$ cat src/rtl/div_unit_pkg.sv
// Shared CPU definitions used by the divider and its neighbours.
//   div_state_e  : divider FSM state encoding (DIV_IDLE, DIV_RUN, DIV_DONE)
//   HILO_WE_BOTH : HI/LO write-enable value that writes both halves
package cpu_defs;

  typedef enum logic [1:0] {
    DIV_IDLE = 2'd0,
    DIV_RUN  = 2'd1,
    DIV_DONE = 2'd2
  } div_state_e;

  localparam logic [1:0] HILO_WE_BOTH = 2'b11;

endpackage

$ cat src/rtl/div_unit_step.sv
// One radix-2 restoring division iteration, purely combinational.
//   rem_i, quot_i : partial remainder and quotient/dividend shift register
//   divisor_i     : magnitude of the divisor
//   rem_o, quot_o : values after one shift-and-conditional-subtract
// Isolated so a higher-radix step can be dropped in without touching the FSM.
module div_step #(
  parameter int WIDTH = 32
) (
  input  logic [WIDTH-1:0] rem_i,
  input  logic [WIDTH-1:0] quot_i,
  input  logic [WIDTH-1:0] divisor_i,
  output logic [WIDTH-1:0] rem_o,
  output logic [WIDTH-1:0] quot_o
);

  // The shifted remainder can reach 2*divisor-1, so it needs one extra bit.
  logic [WIDTH:0]   rem_sh;
  logic             ge;
  logic [WIDTH-1:0] diff;

  always_comb begin
    rem_sh = {rem_i, quot_i[WIDTH-1]};
    ge     = (rem_sh >= {1'b0, divisor_i});
    // When ge is set the difference is below the divisor, so the low WIDTH
    // bits of the shifted remainder are enough for the subtraction.
    diff   = rem_sh[WIDTH-1:0] - divisor_i;
    rem_o  = ge ? diff : rem_sh[WIDTH-1:0];
    quot_o = {quot_i[WIDTH-2:0], ge};
  end

endmodule

$ cat src/rtl/div_unit.sv
// Multi-cycle DIV/DIVU unit feeding the HI/LO register.
//   clk, rst  : clock, synchronous active-high reset
//   start_i   : launch a division (only honoured in IDLE)
//   signed_i  : 1 = DIV, 0 = DIVU, captured with start_i
//   cancel_i  : abort the in-flight operation
//   a_i, b_i  : dividend / divisor, captured with start_i
//   busy_o    : unit is not idle
//   valid_o   : one-cycle completion pulse
//   we_o      : {hi_we, lo_we}, both set with valid_o
//   hi_o      : remainder, lo_o : quotient (held until the next completion)
//
// state    | meaning
// ---------+-------------------------------------------------------------
// DIV_IDLE | waiting for start_i
// DIV_RUN  | one restoring iteration per cycle, WIDTH cycles
// DIV_DONE | result presented for one cycle, HI/LO written
module div_unit
  import cpu_defs::*;
#(
  parameter int WIDTH = 32
) (
  input  logic             clk,
  input  logic             rst,
  input  logic             start_i,
  input  logic             signed_i,
  input  logic             cancel_i,
  input  logic [WIDTH-1:0] a_i,
  input  logic [WIDTH-1:0] b_i,
  output logic             busy_o,
  output logic             valid_o,
  output logic [1:0]       we_o,
  output logic [WIDTH-1:0] hi_o,
  output logic [WIDTH-1:0] lo_o
);

  localparam int CNT_W = (WIDTH > 1) ? $clog2(WIDTH) : 1;

  div_state_e       state_q, state_d;
  logic [CNT_W-1:0] cnt_q, cnt_d;
  logic [WIDTH-1:0] rem_q, rem_d;
  logic [WIDTH-1:0] quot_q, quot_d;
  logic [WIDTH-1:0] dvsr_q, dvsr_d;
  logic             neg_q_q, neg_q_d;   // negate quotient at the end
  logic             neg_r_q, neg_r_d;   // negate remainder at the end
  logic [WIDTH-1:0] hi_q, hi_d;
  logic [WIDTH-1:0] lo_q, lo_d;

  logic [WIDTH-1:0] step_rem, step_quot;
  logic [WIDTH-1:0] abs_a, abs_b;
  logic [WIDTH-1:0] fin_rem, fin_quot;
  logic             do_done;

  div_step #(.WIDTH(WIDTH)) u_step (
    .rem_i     (rem_q),
    .quot_i    (quot_q),
    .divisor_i (dvsr_q),
    .rem_o     (step_rem),
    .quot_o    (step_quot)
  );

  always_comb begin
    abs_a    = (signed_i && a_i[WIDTH-1]) ? -a_i : a_i;
    abs_b    = (signed_i && b_i[WIDTH-1]) ? -b_i : b_i;
    // Sign fix-up; the -2^31 / -1 case wraps back to 0x80000000 naturally.
    fin_quot = neg_q_q ? -quot_q : quot_q;
    fin_rem  = neg_r_q ? -rem_q : rem_q;
    // cancel_i suppresses the completion in the same cycle it arrives.
    do_done  = (state_q == DIV_DONE) && !cancel_i;
  end

  always_comb begin
    state_d = state_q;
    cnt_d   = cnt_q;
    rem_d   = rem_q;
    quot_d  = quot_q;
    dvsr_d  = dvsr_q;
    neg_q_d = neg_q_q;
    neg_r_d = neg_r_q;
    hi_d    = hi_q;
    lo_d    = lo_q;

    unique case (state_q)
      DIV_IDLE: begin
        if (start_i && !cancel_i) begin
          dvsr_d = abs_b;
          cnt_d  = '0;
          if (b_i == '0) begin
            // Divide by zero: remainder = dividend, quotient = all ones,
            // with no sign fix-up applied.
            rem_d   = a_i;
            quot_d  = '1;
            neg_q_d = 1'b0;
            neg_r_d = 1'b0;
            state_d = DIV_DONE;
          end else begin
            rem_d   = '0;
            quot_d  = abs_a;
            neg_q_d = signed_i && (a_i[WIDTH-1] ^ b_i[WIDTH-1]);
            neg_r_d = signed_i && a_i[WIDTH-1];
            state_d = DIV_RUN;
          end
        end
      end
      DIV_RUN: begin
        if (cancel_i) begin
          state_d = DIV_IDLE;
        end else begin
          rem_d  = step_rem;
          quot_d = step_quot;
          cnt_d  = cnt_q + CNT_W'(1);
          if (cnt_q == CNT_W'(WIDTH - 1)) begin
            state_d = DIV_DONE;
          end
        end
      end
      DIV_DONE: begin
        state_d = DIV_IDLE;
        if (do_done) begin
          hi_d = fin_rem;
          lo_d = fin_quot;
        end
      end
      default: state_d = DIV_IDLE;
    endcase
  end

  always_ff @(posedge clk) begin
    if (rst) begin
      state_q <= DIV_IDLE;
      cnt_q   <= '0;
      rem_q   <= '0;
      quot_q  <= '0;
      dvsr_q  <= '0;
      neg_q_q <= 1'b0;
      neg_r_q <= 1'b0;
      hi_q    <= '0;
      lo_q    <= '0;
    end else begin
      state_q <= state_d;
      cnt_q   <= cnt_d;
      rem_q   <= rem_d;
      quot_q  <= quot_d;
      dvsr_q  <= dvsr_d;
      neg_q_q <= neg_q_d;
      neg_r_q <= neg_r_d;
      hi_q    <= hi_d;
      lo_q    <= lo_d;
    end
  end

  // The result is visible during DONE itself, then held from the registers.
  assign busy_o  = (state_q != DIV_IDLE);
  assign valid_o = do_done;
  assign we_o    = do_done ? HILO_WE_BOTH : 2'b00;
  assign hi_o    = do_done ? fin_rem  : hi_q;
  assign lo_o    = do_done ? fin_quot : lo_q;

endmodule

$ cat config.mk
export PLATFORM = sky130hd
export DESIGN_NAME = div_unit
export DESIGN_NICKNAME = d
export VERILOG_FILES = /design/src/rtl/div_unit_pkg.sv /design/src/rtl/div_unit_step.sv /design/src/rtl/div_unit.sv
export SDC_FILE = /design/constraint.sdc
export NUM_CORES = 1
export LEC_CHECK = 0
export CELL_PAD_IN_SITES_DETAIL_PLACEMENT = 0
export CELL_PAD_IN_SITES_GLOBAL_PLACEMENT = 1
export CORE_ASPECT_RATIO = 0.5
export CORE_UTILIZATION = 30
export CTS_CLUSTER_DIAMETER = 30
export DETAILED_ROUTE_END_ITERATION = 16
export GPL_TIMING_DRIVEN = 0
export PLACE_DENSITY_LB_ADDON = 0.1
export SLEW_MARGIN = 30
export SYNTH_ARGS = -nofsm -noshare
export SYNTH_HDL_FRONTEND = slang
export SYNTH_SLANG_ARGS = --single-unit
export TNS_END_PERCENT = 30
$ cat constraint.sdc
create_clock -name clk -period 5.85 [get_ports clk]
set_input_delay 1.17 -clock clk [delete_from_list [all_inputs] [get_ports clk]]
set_output_delay 1.17 -clock clk [all_outputs]
set_load 0.03 [all_outputs]
# Word-level counts from Yosys, hierarchy flattened
# Index checks and enable logic that the tools add are counted.
# word_totals
register_bits	169
latch_bits	0
ram_bits	0
mem_bits_ro	0
in_bits	69
output_inout_bits	68
word_cells	62
memories	0
# op_classes
add_sub_neg	6
mul	0
div	0
order_cmp	1
eq_ne	6
shift	0
mux	26
n_bitwise	1
reduce_logical	13
# op_table
operator	n
32-bit 2-to-1 mux	13
32-bit negator	4
32-bit case mux with 2 select lines	2
33-bit by 32-bit greater-or-equal comparator with 1-bit output	1
32-bit zero test	1
32-bit subtractor	1
2-bit 2-to-1 mux	5
5-bit 2-to-1 mux	2
5-bit case mux with 2 select lines	1
5-bit by 1-bit adder with 5-bit output (second input constant)	1
5-bit equality test (second input constant)	1
1-bit logical AND	5
2-bit inequality test (second input constant)	2
2-bit case mux with 2 select lines	1
2-bit AND reduction	2
2-bit nonzero test	2
3-bit inequality test (second input constant)	1
3-bit AND reduction	1
2-bit by 1-bit equality test with 1-bit output (second input constant)	1
2-bit equality test (second input constant)	1
2-bit zero test	1
1-bit 2-to-1 mux	2
1-bit zero test	1
1-bit bitwise XOR	1

# Logic depth before layout (Yosys ltp)
# Gate-level depths: netlist of run 1.
# logic_depth
word_depth	5
ltp_mapped	14
ltp_nobuf	14

# Cells and area by module
# Synthesis of run 1 repeated with hierarchy kept, for this count alone.
# hier_totals
hier_cells	1548
area_unflattened_um2	11981.5
# modules_own_cells
module	n_inst	cells_per_inst	area_each_um2
div_unit	1	1186	9350.2
div_step	1	362	2631.3

# Worst setup path after synthesis of run 1
# No wires, ideal clock.
# synth_timing
path_type	reg-to-output
from	reg quot_q[6]
to	out lo_o[29]
t_arrival_ns	3.076
required_time_ns	4.680
path_slack_ns	1.604
path_stages_with_launch	9
path_buffers	0
path_cell_list	dfxtp_1 -> or4_1 -> or3_4 -> or3_1 -> or4_4 -> nand2b_4 -> o41ai_2 -> xor2_1 -> a21oi_1
# synth_via
elab_chain_len	3
# synth_lines
element	line_no	text
start: declaration	div_unit.sv:41	logic [WIDTH-1:0] quot_q, quot_d;
start signal: assignment	div_unit.sv:142	quot_q <= quot_d;
32-bit negator	div_unit.sv:65	fin_quot = neg_q_q ? -quot_q : quot_q;
32-bit 2-to-1 mux	div_unit.sv:65	
32-bit 2-to-1 mux	n/a	
end: declaration	div_unit.sv:33	output logic [WIDTH-1:0] lo_o
# No other way between the ends.

# Worst setup path after layout of run 1
# layout_timing
from	in cancel_i
to	out hi_o[14]
# layout_via
elab_chain_len	3
# layout_lines
element	line_no	text
start: declaration	div_unit.sv:26	input logic cancel_i,
1-bit zero test	div_unit.sv:68	do_done = (state_q == DIV_DONE) && !cancel_i;
1-bit logical AND	div_unit.sv:68	
32-bit 2-to-1 mux	n/a	
end: declaration	div_unit.sv:32	output logic [WIDTH-1:0] hi_o,
# No other way between the ends.

==> results.txt, run 1 <==
The run finished with clean final reports. The maximum ir drop on the vdd rail was 241 uV. The tools report the first-pass iteration count of the detailed router as 7. Achievable clock frequency: 181 MHz. Category of the worst setup path capture point: an output port. The count of cells along the worst hold path came out at 2. In the final design database the tool counted 1764 nets. In the routed layout, each cell is associated on average with a via count of 5.44. The number of cells produced by synthesis was 1503.

For the worst setup path, the data required time is 4.68 ns. At the pin with the least slew margin, the transition time is 0.955 ns. The min-delay analysis places its worst path in the category flop to flop. Counting buffers and inverters, the worst setup path is 9 cells deep. The commonest cells after synthesis are sky130_fd_sc_hd__a21oi_1, sky130_fd_sc_hd__dfxtp_1, sky130_fd_sc_hd__nor2_1. The number of remaining DRC errors is 0. The total count of max-transition violations in the final report is 0.

The buffers inserted during post-CTS setup optimization is 0, and the synthesized area divided by synthesized cell count is 7.50 um^2. Final hold violation count: 0. Adding up every negative setup slack in the final design gives 0 ns. The time the final worst path needs with I/O delays and setup came out at 5.52 ns. The post-route clock skew was 0.00941 ns; the count of flip-flops with a built-in enable after synthesis was 0. The growth of design area from synthesis to finish works out to 23.2%. The floorplan step defined a die boundary enclosing 38400 um^2.

The logs give 1 for the number of antenna violations at the first check in global routing and 169 for the clock sink count. The tools report the warning count from the yosys run as 0. The core region is 36500 um^2. The largest single stage delay on the critical path is 0.74 ns. In the synthesized netlist the async set-or-reset flop fraction comes to 0%.

Counting cells, the worst reg-to-reg path comes to 13. The tools report the pin count of the biggest net entering global routing as 17. Setup violations remaining at the end of the flow were counted as 0.

The clock passes through at most 2 buffers. In this run the vertical extent of the chip is 139 um. Fill cells in the final layout number 3784.

Dividing total power by cell area gives a power density of 286 nW/um^2. The tools report the number of rows in the core area as 49. TritonCTS built the clock tree.

The first routing iteration left 908 violations. The initial core utilization was 30.9%. For the total of max-cap violations, the log shows 0.

The tools report the global routing usage summed across all routing layers as 24.0%. The critical path is of the primary input to output port type. In this run the number of H-tree levels came out at 4. 137 I/O pins were placed. In the final routed layout, each cell accounts on average for 21.5 um. The netlist area before placement came out at 11300 um^2. The worst setup path is launched from a primary input. The first global-routing pass estimated 69.9 mm of wire. The slowest stage of the critical path belongs to the cell sky130_fd_sc_hd__clkdlybuf4s50_1.

Global routing finished with a remaining overflow of 0. The cell family contributing the most delay on the critical path is buffers and inverters. For the worst setup path, the data arrival time is 4.35 ns.

The synthesized design spends more area on one cell type than any other, namely sky130_fd_sc_hd__dfxtp_1. Of the cells placed in the final design, the portion with a size suffix greater than 1 is 3.30%. The sum of buffers and inverters on the critical path is 5, and the placed wire-length estimate is 37.0 mm.

The sequential-to-total area share from yosys stat is 30.0%. Number of input and output port buffers inserted: 134. Walking the worst path, the cells encountered are clkbuf_1 > nor2_1 > and2_1 > clkbuf_1 > buf_1 > clkbuf_1 > nor2_1 > a21oi_1 > clkdlybuf4s50_1. The most used flip-flop cell after synthesis is sky130_fd_sc_hd__dfxtp_1. The cell that appears most often on the critical path is sky130_fd_sc_hd__clkbuf_1. Clock-pin slew was measured on the worst setup and hold paths at 0.07 ns. Setup repair after global routing left no endpoint under its margin. In this run, synthesis produced a sequential element count of 169. The later pin in the worst-skew pair is clocked with a latency of 0.46 ns.

The fraction of synthesized cell area taken by the top area cell type is 30.0%, and the worst-case headroom to the max-slew limit is 35.9%. The net count after synthesis is 1611, and the routed via count is 11703. The floorplan step set the die width to 276 um.

Among all cell types in the netlist, the one instantiated most often is sky130_fd_sc_hd__a21oi_1. The tools report the number of CTS-inserted buffers as 17. The final critical-path share of the clock period came out at 94.4%.

After detailed routing, the total wire length is 46.4 mm. The tools report the weighted congestion at the end of routability-driven global placement as 0.890. Overall power consumption after layout is estimated at 3.98 mW. Sorting the synthesized cells by area gives the leading types as sky130_fd_sc_hd__dfxtp_1, sky130_fd_sc_hd__a21oi_1, sky130_fd_sc_hd__xor2_1.

The cell sitting at the root of the clock tree is a sky130_fd_sc_hd__clkbuf_16. The repair_antennas step left the layout with diodes totalling 0. Measured on the finished design, the core utilization comes to 38.1%. The synthesized netlist contains 56 unique library cells.

Summed over all cells, the static leakage comes to 4.99 nW. Of all nets on the critical path, the largest fanout is 10. Number of global-route vias before repair: 11146. In this run the remaining antenna-violating nets after routing total 0.
worst reg2reg max path, stage by stage (launching register included):
cell and delay, ns:
sky130_fd_sc_hd__dfxtp_1 0.39, sky130_fd_sc_hd__ha_1 0.31, sky130_fd_sc_hd__clkbuf_1 0.26, sky130_fd_sc_hd__a211oi_1 0.12, sky130_fd_sc_hd__nor3_1 0.35, sky130_fd_sc_hd__nor2_1 0.13
sky130_fd_sc_hd__nand4_1 0.14, sky130_fd_sc_hd__nand2_1 0.12, sky130_fd_sc_hd__nor4_1 0.45, sky130_fd_sc_hd__o21ai_1 0.31, sky130_fd_sc_hd__nand2_1 0.50, sky130_fd_sc_hd__clkbuf_1 0.57
sky130_fd_sc_hd__mux2i_1 0.37, sky130_fd_sc_hd__a21oi_1 0.11
cells by family after synthesis:
kind of cell	share of synthesized area (%)
adder cells (fa/ha/maj)	4.40
buffers and inverters	5.63
AO/OA/AOI/OAI	25.8
multiplexers	1.24
XOR/XNOR	11.5
flip-flops	30.0
AND/OR/NAND/NOR	21.4
routing by layer:
metal | up-vias | track usage [%] | wire length [um]
li1 | 5671 | - | -
met1 | 5596 | 34.6 | 22900
met2 | 387 | 35.3 | 19300
met3 | 49 | 5.51 | 3360
met4 | 0 | 6.65 | 843
met5 | - | 0 | 0
layout by cell type, fill, tap and decap left out, drive strengths merged, types with 65 or more instances in the layout:
cell | synthesis | final
nor2b | 69 | 69
inv | 63 | 65
clkdlybuf4s50 | 0 | 134
o21ai | 76 | 76
nand2 | 110 | 110
nor2 | 167 | 167
a21oi | 198 | 198
dfxtp | 169 | 169
clkbuf | 84 | 105
xor2 | 86 | 86
final timing paths:
check                               start                       to  slack [ns]
setup reg to reg    rem_q[5]$_SDFFE_PP0P_   rem_q[26]$_SDFFE_PP0P_        1.61
setup / recovery                 cancel_i                 hi_o[14]        0.33
hold / removal    dvsr_q[18]$_SDFFE_PP0P_  dvsr_q[18]$_SDFFE_PP0P_        0.46
hold reg to reg   dvsr_q[18]$_SDFFE_PP0P_  dvsr_q[18]$_SDFFE_PP0P_        0.46
stage by stage:
step,instances,setup WS [ns],instance area (um^2),hold WS [ns]
finish,2153,0.329,13900,0.463
global route,2153,0.162,13900,0.482
CTS,2153,0.286,13900,0.466
detailed placement,2121,0.298,13200,0.457
global placement,2121,0.291,13200,0.444
floorplan,1503,1.60,11300,0.432
registers in the layout, summed over array words and instances (netlist names):
signal   flops
state_q      2
cnt_q        5
rem_q       32
dvsr_q      32
lo_q        32
quot_q      32
neg_q_q      1
neg_r_q      1
hi_q        32
where the power goes:
part           total [mW]  internal (mW)  switching (mW)
Clock                1.32          0.770           0.546
Sequential           1.31           1.22          0.0907
Combinational        1.35          0.485           0.869
final cells by class:
class | count | area [um^2] | share of cell area (%)
tap | 484 | 606 | 4.36
sequential | 169 | 3380 | 24.4
inverter | 63 | 236 | 1.70
clock buffer | 21 | 480 | 3.46
multi-input combinational | 1169 | 7260 | 52.3
timing repair buffer | 134 | 1340 | 9.66
buffer | 102 | 398 | 2.86
clock inverter | 11 | 185 | 1.33
what timing repair did:
action | 4_1_cts | 5_1_grt
endpoints found under the setup margin | 0 | 1
hold buffers | 0 | 0
resized for setup | 0 | 1
Note: power is estimated with default switching activity, not from simulation.
==> run 2, diff against run 1 <==
==> constraint.sdc (replaced) <==
create_clock -name clk -period 5.85 [get_ports clk]
set_input_delay 0.585 -clock clk [delete_from_list [all_inputs] [get_ports clk]]
set_output_delay 0.585 -clock clk [all_outputs]
set_load 0.03 [all_outputs]
==> run 2 against run 1 <==
Cell area hardly changed. Clock power hardly changed. Sequential power hardly changed. Non-clock buffer count stayed put. Worst hold slack hardly changed. Global-route usage stayed put.
==> results.txt, run 2 (synthesized netlist as in run 1, its figures left out) <==
The run gives 34.6% (unchanged) as the met1 track utilization from global routing. The part of the total power dissipated in the clock network came out at 33.1% (about the same). Later-pin clock latency in the skew report: 0.46 ns (about the same).

The run gives 203 MHz (+12%) as the achievable clock frequency. The post-route standard cell area excluding fillers is 13900 um^2 (about the same), and the final hold violation count is 0 (unchanged). The hold buffer count at CTS came out at 0 (unchanged). The maximum ir drop on the vdd rail is 242 uV (+0.26%). The tools report the met2 usage as 35.3% (unchanged). The arrival time of the worst setup path came out at 4.33 ns (-0.02 ns).

The launching instance or port of the critical path is rem_q[2]$_SDFFE_PP0P_. The logs give 5.27 ns (+0.59 ns) for the required time reported for the critical path endpoint and 36500 um^2 (unchanged) for the placeable core region. The ratio of total power to cell area came out at 286 nW/um^2 (about the same).

STA classifies the critical path startpoint as a flop. The clock root buffer was sky130_fd_sc_hd__clkbuf_16. The number of rows in the core area is 49 (unchanged). In the layout the commonest cells are sky130_fd_sc_hd__a21oi_1, sky130_fd_sc_hd__dfxtp_1, sky130_fd_sc_hd__nor2_1. The hold path startpoint was dvsr_q[18]$_SDFFE_PP0P_. The number of diodes was 0 (unchanged). The number of input and output port buffers inserted is 134 (unchanged), and the clock slew seen by the registers of the worst setup and hold paths is 0.07 ns (about the same).

The min-delay analysis places its worst path in the category flop to flop. The logs give 0.890 (unchanged) for the weighted congestion at the end of routability-driven global placement and 0 (unchanged) for the total of max-cap violations. The tools report the total of cells resized after clock tree synthesis as 0 (unchanged). For the number of global-route vias before repair, the log shows 11146 (unchanged).

The power share of the sequential group is 32.8% (about the same), and the met3 capacity usage during global routing is 5.51% (unchanged). TritonCTS built the clock tree. The largest driver fanout on the critical path was 6 (-4); the placed wire-length estimate was 37.0 mm (unchanged). The logs give 1 (unchanged) for the number of antenna violations at the first check in global routing and 865 (-4.7%) for the detailed router's first-iteration violation count. The tools report the global routing usage summed across all routing layers as 24.0% (unchanged). The post-route clock skew is 0.00913 ns (-0.000279 ns). The slew at the pin closest to its max-slew limit works out to 0.954 ns (-0.00136 ns). For the combinational cell fraction of total power, the log shows 34.0% (about the same).

The number of remaining DRC errors came out at 0 (unchanged). The logs give 0.463 ns (+0.000109 ns) for the tightest hold margin and 17 (unchanged) for the pin count of the biggest net entering global routing. The via count normalized by instance count works out to 5.42 (-0.22%). The setup violation total in the final timing report came out at 0 (unchanged).

The run gives 0 (unchanged) as the number of routed nets with antenna violations. The buffers inserted during post-CTS setup optimization is 0 (unchanged). The standard cell area after detailed placement is 13200 um^2 (unchanged), and the height of the die is 139 um (unchanged). The growth of design area from synthesis to finish was 23.2% (about the same); the number of CTS-inserted buffers was 17 (unchanged).

Clock sink count: 169 (unchanged). The run gives 137 (unchanged) as the I/O pin total. The time the final worst path needs with I/O delays and setup works out to 4.92 ns (-0.605 ns). For the number of H-tree branching levels, the log shows 4 (unchanged). Setup slack after placement: 1.46 ns (+1.16 ns). The final critical-path share of the clock period is 84.0% (-10 points).

The total count of max-transition violations in the final report is 0 (unchanged), and the share of post-route cells with drive strength above 1 is 3.24% (-0.060 points). The maximum clock path buffer count was 2 (unchanged); the first-pass iteration count of the detailed router was 5 (-2). The most used routing layer in global routing was met2.

The run gives 0.934 ns (+0.605 ns) as the setup slack of the critical path after layout. The critical path is of the flop to output port type. The average wire per cell in the routed design was 21.6 um (+0.19%); the internal power component was 2.47 mW (about the same).

Final core area utilization: 38.1% (about the same). Worst-case headroom to the max-slew limit: 36.0% (+0.091 points). The final layout net count is 1764 (unchanged). The die outline area is 38400 um^2 (unchanged). The logs give 0 (unchanged) for the remaining global-route overflow and 4.99 nW (about the same) for the reported leakage power.

The first-pass GRT wire length is 69.9 mm (unchanged). STA classifies the critical path endpoint as an output port. Commonest non-fill, non-tap cell in the layout: sky130_fd_sc_hd__a21oi_1. The logs give 11677 (-0.22%) for the routed via count and 30.9% (unchanged) for the initial core utilization. The tools report the origin of the critical flop-to-flop path as rem_q[5]$_SDFFE_PP0P_.

The share of total power consumed by net switching works out to 37.9% (about the same). The tools report the net switching power as 1.51 mW (about the same). The run finished with clean final reports.

The summed negative setup slack over all endpoints was 0 ns (unchanged). The run gives 46.5 mm (+0.19%) as the final routed wirelength across all metal layers. The overall die width works out to 276 um (unchanged). Setup repair after global routing left no endpoint under its margin.
[run 2: cell counts in the layout (fill, tap and decap cells not counted)]
No cell type changed its count.
[run 2: worst paths after layout]
kind / endpoint / slack [ns] / cells after the start
setup reg to reg: rem_q[26]$_SDFFE_PP0P_ / 1.61 / 13
hold / removal: dvsr_q[18]$_SDFFE_PP0P_ / 0.46 / 2
setup / recovery: hi_o[31] / 0.93 / 9
hold reg to reg: dvsr_q[18]$_SDFFE_PP0P_ / 0.46 / 2
[run 2: final cells by class]
cell class	instances	area, um^2
Fill cell	3784	22600
Multi-Input combinational cell	1169	7250
Clock inverter	11	185
Clock buffer	21	480
Timing Repair Buffer	134	1340
Tap cell	484	606
Sequential cell	169	3380
Buffer	102	398
Inverter	63	236
[run 2: critical path, stage by stage, from the launching register on]
cell and delay, ns:
sky130_fd_sc_hd__dfxtp_1 0.43, sky130_fd_sc_hd__nor4_1 0.59, sky130_fd_sc_hd__nand3_1 0.31, sky130_fd_sc_hd__nor3_1 0.27, sky130_fd_sc_hd__nand2_1 0.17, sky130_fd_sc_hd__o41ai_1 0.78
sky130_fd_sc_hd__o21ai_0 0.25, sky130_fd_sc_hd__xor2_1 0.20, sky130_fd_sc_hd__mux2_2 0.28, sky130_fd_sc_hd__clkdlybuf4s50_1 0.60
[run 2: layer usage]
metal / vias up / wire length [um] / share of wire [%]
li1: 5667 / - / -
met4: 0 / 854 / 1.8
met2: 370 / 19300 / 42
met1: 5592 / 23100 / 50
met5: - / 0 / 0
met3: 48 / 3220 / 6.9
[run 2: through the flow]
stage               std cells  power [mW]
CTS                      2153        3.98
finish                   2153        3.98
global route             2153        4.18
floorplan                1503        2.17
global placement         2121        2.66
detailed placement       2121        2.67
[run 2: power groups by stage]
stage          Clock [mW]  Sequential [mW]  Combinational, mW
5_1_grt              1.38             1.31               1.48
2_1_floorplan           0             1.29              0.878
4_1_cts              1.34             1.30               1.34
3_5_place_dp            0             1.33               1.34
3_3_place_gp            0             1.33               1.33
6_report             1.32             1.31               1.35
